<file path="config.mk">
export PLATFORM = sky130hd
export DESIGN_NAME = ibus_initiator
export DESIGN_NICKNAME = d
export VERILOG_FILES = /design/src/rtl/ibus_initiator.sv
export SDC_FILE = /design/constraint.sdc
export NUM_CORES = 1
export LEC_CHECK = 0
export ABC_AREA = 1
export CORE_UTILIZATION = 61
export DETAILED_ROUTE_END_ITERATION = 12
export DONT_BUFFER_PORTS = 1
export PLACE_DENSITY = 0.82
export SYNTH_ARGS = -nofsm -noshare
export SYNTH_HDL_FRONTEND = slang
export SYNTH_SLANG_ARGS = --single-unit
</file>
<file path="constraint.sdc">
create_clock -name CLK -period 2.9 [get_ports CLK]
set_clock_uncertainty 0.15 [all_clocks]
set_input_delay 0.435 -clock CLK [delete_from_list [all_inputs] [get_ports CLK]]
set_output_delay 0.435 -clock CLK [all_outputs]
set_load 0.02 [all_outputs]
</file>
<file path="src/rtl/ibus_initiator.sv">
// ibus_initiator: CPU-side initiator for the SH7604 internal peripheral bus.
// Converts single byte/word/long CPU requests into IBUS cycles. It generates
// big-endian byte lanes, replicates write data across lanes and extracts read
// data. Misaligned, reserved-size and unmapped accesses are reported as errors.
// Optional feature macro: IBUS_TIMEOUT_EN. When it is defined, an access is
// aborted with an error once BUSY has been held for TIMEOUT WAIT edges.
module ibus_initiator #(
  parameter int unsigned TIMEOUT = 255
) (
  input  logic        CLK,
  input  logic        RST_N,
  input  logic        CE_R,
  input  logic        CE_F,
  input  logic [31:0] CPU_A,
  input  logic [31:0] CPU_DI,
  input  logic [1:0]  CPU_SZ,
  input  logic        CPU_WE,
  input  logic        CPU_REQ,
  output logic [31:0] CPU_DO,
  output logic        CPU_ACK,
  output logic        CPU_ERR,
  output logic [31:0] IBUS_A,
  output logic [31:0] IBUS_DO,
  input  logic [31:0] IBUS_DI,
  output logic [3:0]  IBUS_BA,
  output logic        IBUS_WE,
  output logic        IBUS_REQ,
  input  logic        IBUS_BUSY,
  input  logic        IBUS_ACT
);

  typedef enum logic [1:0] {S_IDLE, S_REQ, S_WAIT} state_t;

  state_t      r_state, w_state_nx;
  logic [31:0] r_cpu_do, w_cpu_do_nx;
  logic        r_ack, w_ack_nx;
  logic        r_err, w_err_nx;
  logic [31:0] r_ibus_a, w_ibus_a_nx;
  logic [31:0] r_ibus_do, w_ibus_do_nx;
  logic [3:0]  r_ibus_ba, w_ibus_ba_nx;
  logic        r_ibus_we, w_ibus_we_nx;
  logic        r_ibus_req, w_ibus_req_nx;

  logic        w_misalign;
  logic [3:0]  w_ba;
  logic [31:0] w_wdata;
  logic [31:0] w_rdata;
  logic        w_unused;

`ifdef IBUS_TIMEOUT_EN
  logic [7:0]  r_cnt, w_cnt_nx;
  assign w_unused = CE_F;
`else
  // CE_F and TIMEOUT have no function without the timeout counter.
  assign w_unused = ^{CE_F, 8'(TIMEOUT)};
`endif

  // Decode request alignment, byte lanes and replicated write data.
  always_comb begin
    w_misalign = (CPU_SZ == 2'd3) ||
                 ((CPU_SZ == 2'd1) && CPU_A[0]) ||
                 ((CPU_SZ == 2'd2) && (CPU_A[1:0] != 2'd0));
    w_ba    = 4'b1111;
    w_wdata = CPU_DI;
    case (CPU_SZ)
      2'd0: begin
        w_ba    = 4'b1000 >> CPU_A[1:0];
        w_wdata = {4{CPU_DI[7:0]}};
      end
      2'd1: begin
        w_ba    = CPU_A[1] ? 4'b0011 : 4'b1100;
        w_wdata = {2{CPU_DI[15:0]}};
      end
      default: ;
    endcase
  end

  // Pick the read lane(s) selected by the active byte enables, zero-extended.
  always_comb begin
    w_rdata = '0;
    case (r_ibus_ba)
      4'b1111: w_rdata = IBUS_DI;
      4'b1100: w_rdata = {16'h0, IBUS_DI[31:16]};
      4'b0011: w_rdata = {16'h0, IBUS_DI[15:0]};
      4'b1000: w_rdata = {24'h0, IBUS_DI[31:24]};
      4'b0100: w_rdata = {24'h0, IBUS_DI[23:16]};
      4'b0010: w_rdata = {24'h0, IBUS_DI[15:8]};
      4'b0001: w_rdata = {24'h0, IBUS_DI[7:0]};
      default: w_rdata = '0;
    endcase
  end

  // Next-state and next-output logic; everything advances only on CE_R.
  always_comb begin
    w_state_nx    = r_state;
    w_cpu_do_nx   = r_cpu_do;
    w_ack_nx      = r_ack;
    w_err_nx      = r_err;
    w_ibus_a_nx   = r_ibus_a;
    w_ibus_do_nx  = r_ibus_do;
    w_ibus_ba_nx  = r_ibus_ba;
    w_ibus_we_nx  = r_ibus_we;
    w_ibus_req_nx = r_ibus_req;
`ifdef IBUS_TIMEOUT_EN
    w_cnt_nx      = r_cnt;
`endif
    if (CE_R) begin
      w_ack_nx = 1'b0;
      w_err_nx = 1'b0;
      case (r_state)
        S_IDLE: begin
          if (CPU_REQ) begin
            if (w_misalign) begin
              w_ack_nx    = 1'b1;
              w_err_nx    = 1'b1;
              w_cpu_do_nx = '0;
            end else begin
              w_ibus_a_nx   = CPU_A;
              w_ibus_we_nx  = CPU_WE;
              w_ibus_req_nx = 1'b1;
              w_ibus_ba_nx  = w_ba;
              w_ibus_do_nx  = w_wdata;
              w_state_nx    = S_REQ;
`ifdef IBUS_TIMEOUT_EN
              w_cnt_nx      = '0;
`endif
            end
          end
        end
        S_REQ, S_WAIT: begin
          if (!IBUS_ACT) begin
            w_ibus_req_nx = 1'b0;
            w_ibus_we_nx  = 1'b0;
            w_ack_nx      = 1'b1;
            w_err_nx      = 1'b1;
            w_cpu_do_nx   = '0;
            w_state_nx    = S_IDLE;
          end else if (IBUS_BUSY) begin
`ifdef IBUS_TIMEOUT_EN
            // The edge that would bring the count to TIMEOUT aborts instead.
            if ((r_state == S_WAIT) && (r_cnt == 8'(TIMEOUT - 1))) begin
              w_ibus_req_nx = 1'b0;
              w_ibus_we_nx  = 1'b0;
              w_ack_nx      = 1'b1;
              w_err_nx      = 1'b1;
              w_cpu_do_nx   = '0;
              w_state_nx    = S_IDLE;
            end else begin
              if (r_state == S_WAIT) w_cnt_nx = r_cnt + 8'd1;
              w_state_nx = S_WAIT;
            end
`else
            w_state_nx = S_WAIT;
`endif
          end else begin
            w_ibus_req_nx = 1'b0;
            w_ibus_we_nx  = 1'b0;
            w_ack_nx      = 1'b1;
            if (!r_ibus_we) w_cpu_do_nx = w_rdata;
            w_state_nx = S_IDLE;
          end
        end
        default: w_state_nx = S_IDLE;
      endcase
    end
  end

  // State and output registers with asynchronous active-low reset.
  always_ff @(posedge CLK or negedge RST_N) begin
    if (!RST_N) begin
      r_state    <= S_IDLE;
      r_cpu_do   <= '0;
      r_ack      <= 1'b0;
      r_err      <= 1'b0;
      r_ibus_a   <= '0;
      r_ibus_do  <= '0;
      r_ibus_ba  <= '0;
      r_ibus_we  <= 1'b0;
      r_ibus_req <= 1'b0;
`ifdef IBUS_TIMEOUT_EN
      r_cnt      <= '0;
`endif
    end else begin
      r_state    <= w_state_nx;
      r_cpu_do   <= w_cpu_do_nx;
      r_ack      <= w_ack_nx;
      r_err      <= w_err_nx;
      r_ibus_a   <= w_ibus_a_nx;
      r_ibus_do  <= w_ibus_do_nx;
      r_ibus_ba  <= w_ibus_ba_nx;
      r_ibus_we  <= w_ibus_we_nx;
      r_ibus_req <= w_ibus_req_nx;
`ifdef IBUS_TIMEOUT_EN
      r_cnt      <= w_cnt_nx;
`endif
    end
  end

  assign CPU_DO   = r_cpu_do;
  assign CPU_ACK  = r_ack;
  assign CPU_ERR  = r_err;
  assign IBUS_A   = r_ibus_a;
  assign IBUS_DO  = r_ibus_do;
  assign IBUS_BA  = r_ibus_ba;
  assign IBUS_WE  = r_ibus_we;
  assign IBUS_REQ = r_ibus_req;

endmodule
</file>
[After elaboration in Yosys (flattened, before gate mapping)]
Index checks and enable logic that the tools add are counted.
Storage, ports and cells
  flip-flop bits (word level): 106
  output and inout bits: 104
  word-level logic and storage cells: 71
Operators by class
  equality and inequality tests: 17
  shift operators: 1
  muxes and demuxes: 30
  bitwise operators: 1
  reductions and logical operators: 13
Operator list (number)
  $pmux 32 s7: 1
  $mux 32: 5
  $pmux 32 s2: 2
  $eq 4x4->1 const B: 3
  $mux 1: 11
  $eq 4x2->1 const B: 2
  $mux 2: 4
  $pmux 1 s2: 4
  $pmux 4 s2: 1
  $eq 2x2->1 const B: 3
  $ne 2x2->1 const B: 3
  $ne 3x3->1 const B: 2
  $reduce_and 6->1: 1
  $reduce_and 5->1: 1
  $eq 2x1->1 const B: 2
  $eq 4x1->1 const B: 1
  $eq 4x3->1 const B: 1
  $logic_not 2->1: 2
  $mux 4: 1
  $pmux 2 s2: 1
  $reduce_and 4->1: 1
  $reduce_bool 2->1: 2
  $shr 4x2->4 const A: 1
  $reduce_and 3->1: 1
  4 further kinds: 6

[Logic depth before layout (Yosys ltp)]
  depth in word-level cells: 7
  depth in mapped cells: 11
  gate-level depth less buffers: 10

[Least setup slack after synthesis]
No wires, ideal clock.
  path type: reg2reg
  start: register r_state[1]
  end: register r_cpu_do[22] (netlist: CPU_DO[22])
  setup time: 0.130 ns
  arrival time: 1.525 ns
  required time: 2.620 ns
  setup slack: 1.095 ns
  stages on the path, launching flop included: 9
  period minus slack after synthesis: 1.805 ns
  cells stage by stage: dfrtp_1 -> inv_1 -> ha_1 -> nand2_1 -> o21ai_1 -> inv_1 -> nand3_1 -> clkbuf_1 -> o21ai_0
Between the ends
  word-level cells in the longest chain between the ends: 4
  elaborated cells on any way between the ends: 11
  those cells by class: eq/ne: 6; mux: 1; reduce/logical: 4
RTL lines
  from (decl): line 34  | state_t r_state, w_state_nx;
  from (signal assigned): line 184  | r_state <= w_state_nx;
  $eq 2x1->1 or $eq 2x2->1 (tied branches): line 110  | case (r_state)
  $reduce_or 2->1: line 110
  $ne 3x3->1 (no line) or $reduce_bool 2->1 (tied branches)
  $reduce_and 6->1 (no line)
  to (signal assigned): line 185  | r_cpu_do <= w_cpu_do_nx;
  to (decl): line 35  | logic [31:0] r_cpu_do, w_cpu_do_nx;
Several ways; a longest one is shown, not always the timed one.
A chain may end at the register's enable or synchronous reset.

[Final worst setup path]
  start: register r_ibus_ba[2] (netlist: IBUS_BA[2])
  end: register r_cpu_do[1] (netlist: CPU_DO[1])
Between the ends
  word-level cells in the longest chain between the ends: 6
  elaborated cells on any way between the ends: 12
  those cells by class: eq/ne: 7; mux: 5
RTL lines
  from (decl): line 40  | logic [3:0] r_ibus_ba, w_ibus_ba_nx;
  from (signal assigned): line 190  | r_ibus_ba <= w_ibus_ba_nx;
  $eq 4x1->1, or another cell as far along: line 81  | case (r_ibus_ba)
  $pmux 32 s7 (*): line 81
  $mux 32 (*): line 159  | if (!r_ibus_we) w_cpu_do_nx = w_rdata;
  $mux 32 (*): line 138  | end else if (IBUS_BUSY) begin
  $mux 32 (*): line 131  | if (!IBUS_ACT) begin
  $pmux 32 s2 (*): line 110
Every way passes the cells marked *; elsewhere a longest branch is shown, timed or not. The select of a mux whose other input is x is not followed.

==> tab_implementation.tex <==
\begin{tabular}{lr}
\hline
Metric & Value \\
\hline
\multicolumn{2}{l}{\textbf{Setup path}} \\
Standard cell with the maximum stage delay on the critical path & sky130\_fd\_sc\_hd\_\_dfrtp\_1 \\
CP Max Fanout & 14 \\
Class of the most critical setup path & reg -> reg \\
Cell seen most often among critical-path stages & sky130\_fd\_sc\_hd\_\_nand2\_1 \\
Critical-path cell list & nand2\_1 > inv\_2 > nand2\_1 > nand2\_2 > nor2\_1 > nor2\_2 > nand3\_1 > nand2\_1 \\
CP max stage delay & between 0.7 and 0.8 ns \\
Required arrival time at the worst endpoint & about 3.1 ns \\
Sort of element at the end of the critical path & flop \\
Buffers and inverters on the worst path & 1 \\
Critical path's top delay family & simple AND/OR/NAND/NOR gates \\
Endpoint arrival time on the critical path & 2.45 ns \\
Startpoint type of the worst setup path & flop \\
\multicolumn{2}{l}{\textbf{Global route}} \\
Initial antenna violation count & 0 \\
Maximum number of pins on one net before global-route repair & 107 \\
Global router's overall resource usage & just under 30\% \\
Global-route wire length before repair & roughly 19000 um \\
Via count of the first global-routing pass & 4086 \\
Total grt overflow & 0 \\
\multicolumn{2}{l}{\textbf{Yosys}} \\
Synthesis warning total & 0 \\
Syn Area/Cell & 7.68 sq um \\
Library cell with the largest summed area after synthesis & sky130\_fd\_sc\_hd\_\_dfrtp\_1 \\
Netlist Area Pre-Place & 4940 sq um \\
Ranking of synthesized cells by area & sky130\_fd\_sc\_hd\_\_dfrtp\_1 54\%, sky130\_fd\_sc\_hd\_\_nand2\_1 25\%, sky130\_fd\_sc\_hd\_\_nand3\_1 6.8\% \\
Flip-flop cell with the highest count after synthesis & sky130\_fd\_sc\_hd\_\_dfrtp\_1 \\
Proportion of netlist area held by the largest area contributor & 53.7\% \\
Most frequent cells after synthesis & 327 x sky130\_fd\_sc\_hd\_\_nand2\_1, 106 x sky130\_fd\_sc\_hd\_\_dfrtp\_1, 67 x sky130\_fd\_sc\_hd\_\_nand3\_1 \\
Synth cell types & 23 \\
Sequential element share of the synthesized area & 53.7\% \\
Yosys reg bits & roughly 110 \\
Post-synth ARST share & 100\% \\
Number of nets produced by synthesis & 752 \\
Number of flops mapped to enable cells by yosys & 0 \\
Most numerous cell in the Yosys netlist & sky130\_fd\_sc\_hd\_\_nand2\_1 \\
Number of cells produced by synthesis & 643 \\
\multicolumn{2}{l}{\textbf{Worst hold path}} \\
Worst min path class & in -> async \\
\multicolumn{2}{l}{\textbf{Clock tree}} \\
Root buffer selected by CTS & sky130\_fd\_sc\_hd\_\_clkbuf\_8 \\
Number of buffers inserted during clock tree synthesis & 9 \\
Setup repair bufs after CTS & 0 \\
Count of clock tree sinks & 106 \\
Clock H-tree levels & 3 \\
Register clock-pin slew on the reported worst setup and hold paths & approximately 0.11 ns \\
TritonCTS clock tree & built \\
Resized Gates After CTS & 0 \\
Buffers from clock root to sink, at most & 2 \\
Clock latency at the later pin of the worst-skew pair & 0.36 ns \\
\multicolumn{2}{l}{\textbf{Routing}} \\
Met2 layer wire length in the routed design & between 5000 and 6000 um \\
Detailed-route DRC error count & 0 \\
Sum of routed wire segments on met1 & approximately 4800 um \\
Total via count after detailed routing & 4212 \\
Violation count after the first detailed-route iteration & 253 \\
Highest Signal Layer & met4 \\
Wire length on met3 & between 1000 and 1500 um \\
Antenna-violating nets left & 0 \\
Number of detailed-routing iterations run before antenna repair & 5 \\
Post-DR wirelength/cell & 16.6 um \\
Via density & 5.72 \\
Detailed Route WL & between 10000 and 15000 um \\
\multicolumn{2}{l}{\textbf{Die}} \\
Horizontal extent of the die & 92.0 um \\
Total die area & 8460 sq um \\
Placement row count & 32 \\
I/O pin count & between 200 and 250 \\
Floorplan core area & 7770 sq um \\
Die span in y & between 90 and 100 um \\
Initial core utilization & 63.6\% \\
\multicolumn{2}{l}{\textbf{Run status}} \\
Violations in the final reports & hold timing \\
Outcome & complete, but fails checks \\
\multicolumn{2}{l}{\textbf{Power and ir drop}} \\
P\_leak & 2.78 nW \\
Max rail drop VDD & 0.620 mV \\
Power density relative to cell area & 1080 nW/um\^{}2 \\
PnR Total Power & about 5.7 mW \\
\multicolumn{2}{l}{\textbf{Layout}} \\
Layout area overhead & 5.68\% \\
Share of final-layout standard cells stronger than drive strength 1 & 4.42\% \\
Filler Cell Count & 683 \\
Layout net count & 738 \\
Number of diodes & 0 \\
\multicolumn{2}{l}{\textbf{Placement}} \\
IO buf count & 0 \\
DP Wirelength & 8660 um \\
Worst-case setup slack after placement & about 0.65 ns \\
Weighted congestion at the end of routability-driven global placement & 0.882 \\
\multicolumn{2}{l}{\textbf{Timing}} \\
Least-Margin Pin Slew & $\sim$0.67 ns \\
Minimum hold slack & -0.397 ns \\
Period Utilization, post-route & between 70\% and 80\% \\
Highest attainable clock frequency & 435 MHz \\
Unrepaired setup endpoints after global routing & no \\
Hold Violations, Final & 106 \\
Slew Limit Headroom & 55.5\% \\
Fin crit period & 2.30 ns \\
Total setup violations reported at the end of the flow & 0 \\
Post-Route Setup TNS & 0 ns \\
Final setup margin & 0.602 ns \\
Final max-slew violation count & 0 \\
\multicolumn{2}{l}{\textbf{Flow run}} \\
Count of max-cap constraint violations & 0 \\
\hline
\end{tabular}
==> final timing paths <==
kind                       startpoint         end  slack, ns  cells after the start
hold / removal                  RST_N     IBUS_WE      -0.40                      0
max in group asynchronous       RST_N  IBUS_BA[1]       2.88                      0
setup / recovery           IBUS_BA[2]   CPU_DO[1]       0.60                      8
hold reg to reg            r_state[1]  r_state[1]       0.39                      2
setup reg to reg           IBUS_BA[2]   CPU_DO[1]       0.60                      8
min in group CLK            CPU_A[14]  IBUS_A[14]       0.03                      2
==> state kept, by name, indices dropped and copies added (netlist names) <==
signal and count:
IBUS_WE 1, CPU_DO 32, CPU_ACK 1, IBUS_REQ 1
IBUS_DO 32, IBUS_BA 4, r_state 2, CPU_ERR 1
IBUS_A 32
==> cell type report <==
type / count / area (sq um) / share of cell area (%)
multi-input combinational: 483 / 2050 / 39.3
clock inverter: 7 / 124 / 2.37
inverter: 24 / 90.1 / 1.73
timing repair buffer: 5 / 50.0 / 0.959
clock buffer: 9 / 124 / 2.37
tap: 102 / 128 / 2.45
sequential: 106 / 2650 / 50.8
==> power by group <==
group / switching [mW] / total [mW] / leakage, nW / internal [mW]
registers: 1.16 / 3.19 / 1.38 / 2.03
clock network: 0.523 / 1.10 / 0.120 / 0.581
logic: 0.908 / 1.36 / 1.28 / 0.452
total: 2.59 / 5.65 / 2.78 / 3.06
==> cells in the final DEF, fill, tap and decap left out, types with 2 or more instances in the layout <==
master	count
sky130_fd_sc_hd__clkbuf_8	9
sky130_fd_sc_hd__dfrtp_1	106
sky130_fd_sc_hd__inv_6	2
sky130_fd_sc_hd__nand4_1	2
sky130_fd_sc_hd__o21ai_0	26
sky130_fd_sc_hd__nor2_1	13
sky130_fd_sc_hd__o21ai_1	19
sky130_fd_sc_hd__a21oi_1	16
sky130_fd_sc_hd__inv_2	2
sky130_fd_sc_hd__inv_1	21
sky130_fd_sc_hd__nand2_1	327
sky130_fd_sc_hd__nand3_1	67
sky130_fd_sc_hd__buf_4	4
sky130_fd_sc_hd__nor2_2	2
sky130_fd_sc_hd__bufinv_16	3
sky130_fd_sc_hd__o211ai_1	3
sky130_fd_sc_hd__ha_1	3
==> worst register-to-register path: stages, from the launching register on <==
cell	delay, ns
sky130_fd_sc_hd__dfrtp_1	0.73
sky130_fd_sc_hd__nand2_1	0.14
sky130_fd_sc_hd__inv_2	0.16
sky130_fd_sc_hd__nand2_1	0.13
sky130_fd_sc_hd__nand2_2	0.18
sky130_fd_sc_hd__nor2_1	0.08
sky130_fd_sc_hd__nor2_2	0.42
sky130_fd_sc_hd__nand3_1	0.17
sky130_fd_sc_hd__nand2_1	0.09
==> per-layer routing <==
layer	vias to the layer above	GRT usage, %
met5	-	0
met4	0	15.6
met3	40	7.21
met2	223	47.1
met1	1948	36.2
li1	2001	-
==> stage by stage <==
stage                     instances  utilization, %  cell area (sq um)
final                           736            67.2               5220
after global routing            736            67.2               5220
after CTS                       736            67.2               5220
after detailed placement        720            64.0               4970
after global placement          720            64.0               4970
after floorplan                 643               -               4940
==> kinds of logic after synthesis <==
kind of cell,after synthesis,synth area share [%]
simple gates,413,33.6
flops,106,53.7
buf+inv,54,4.76
compound gates,67,7.17
fa+ha+maj,3,0.760
(Power assumes the default switching activity.)
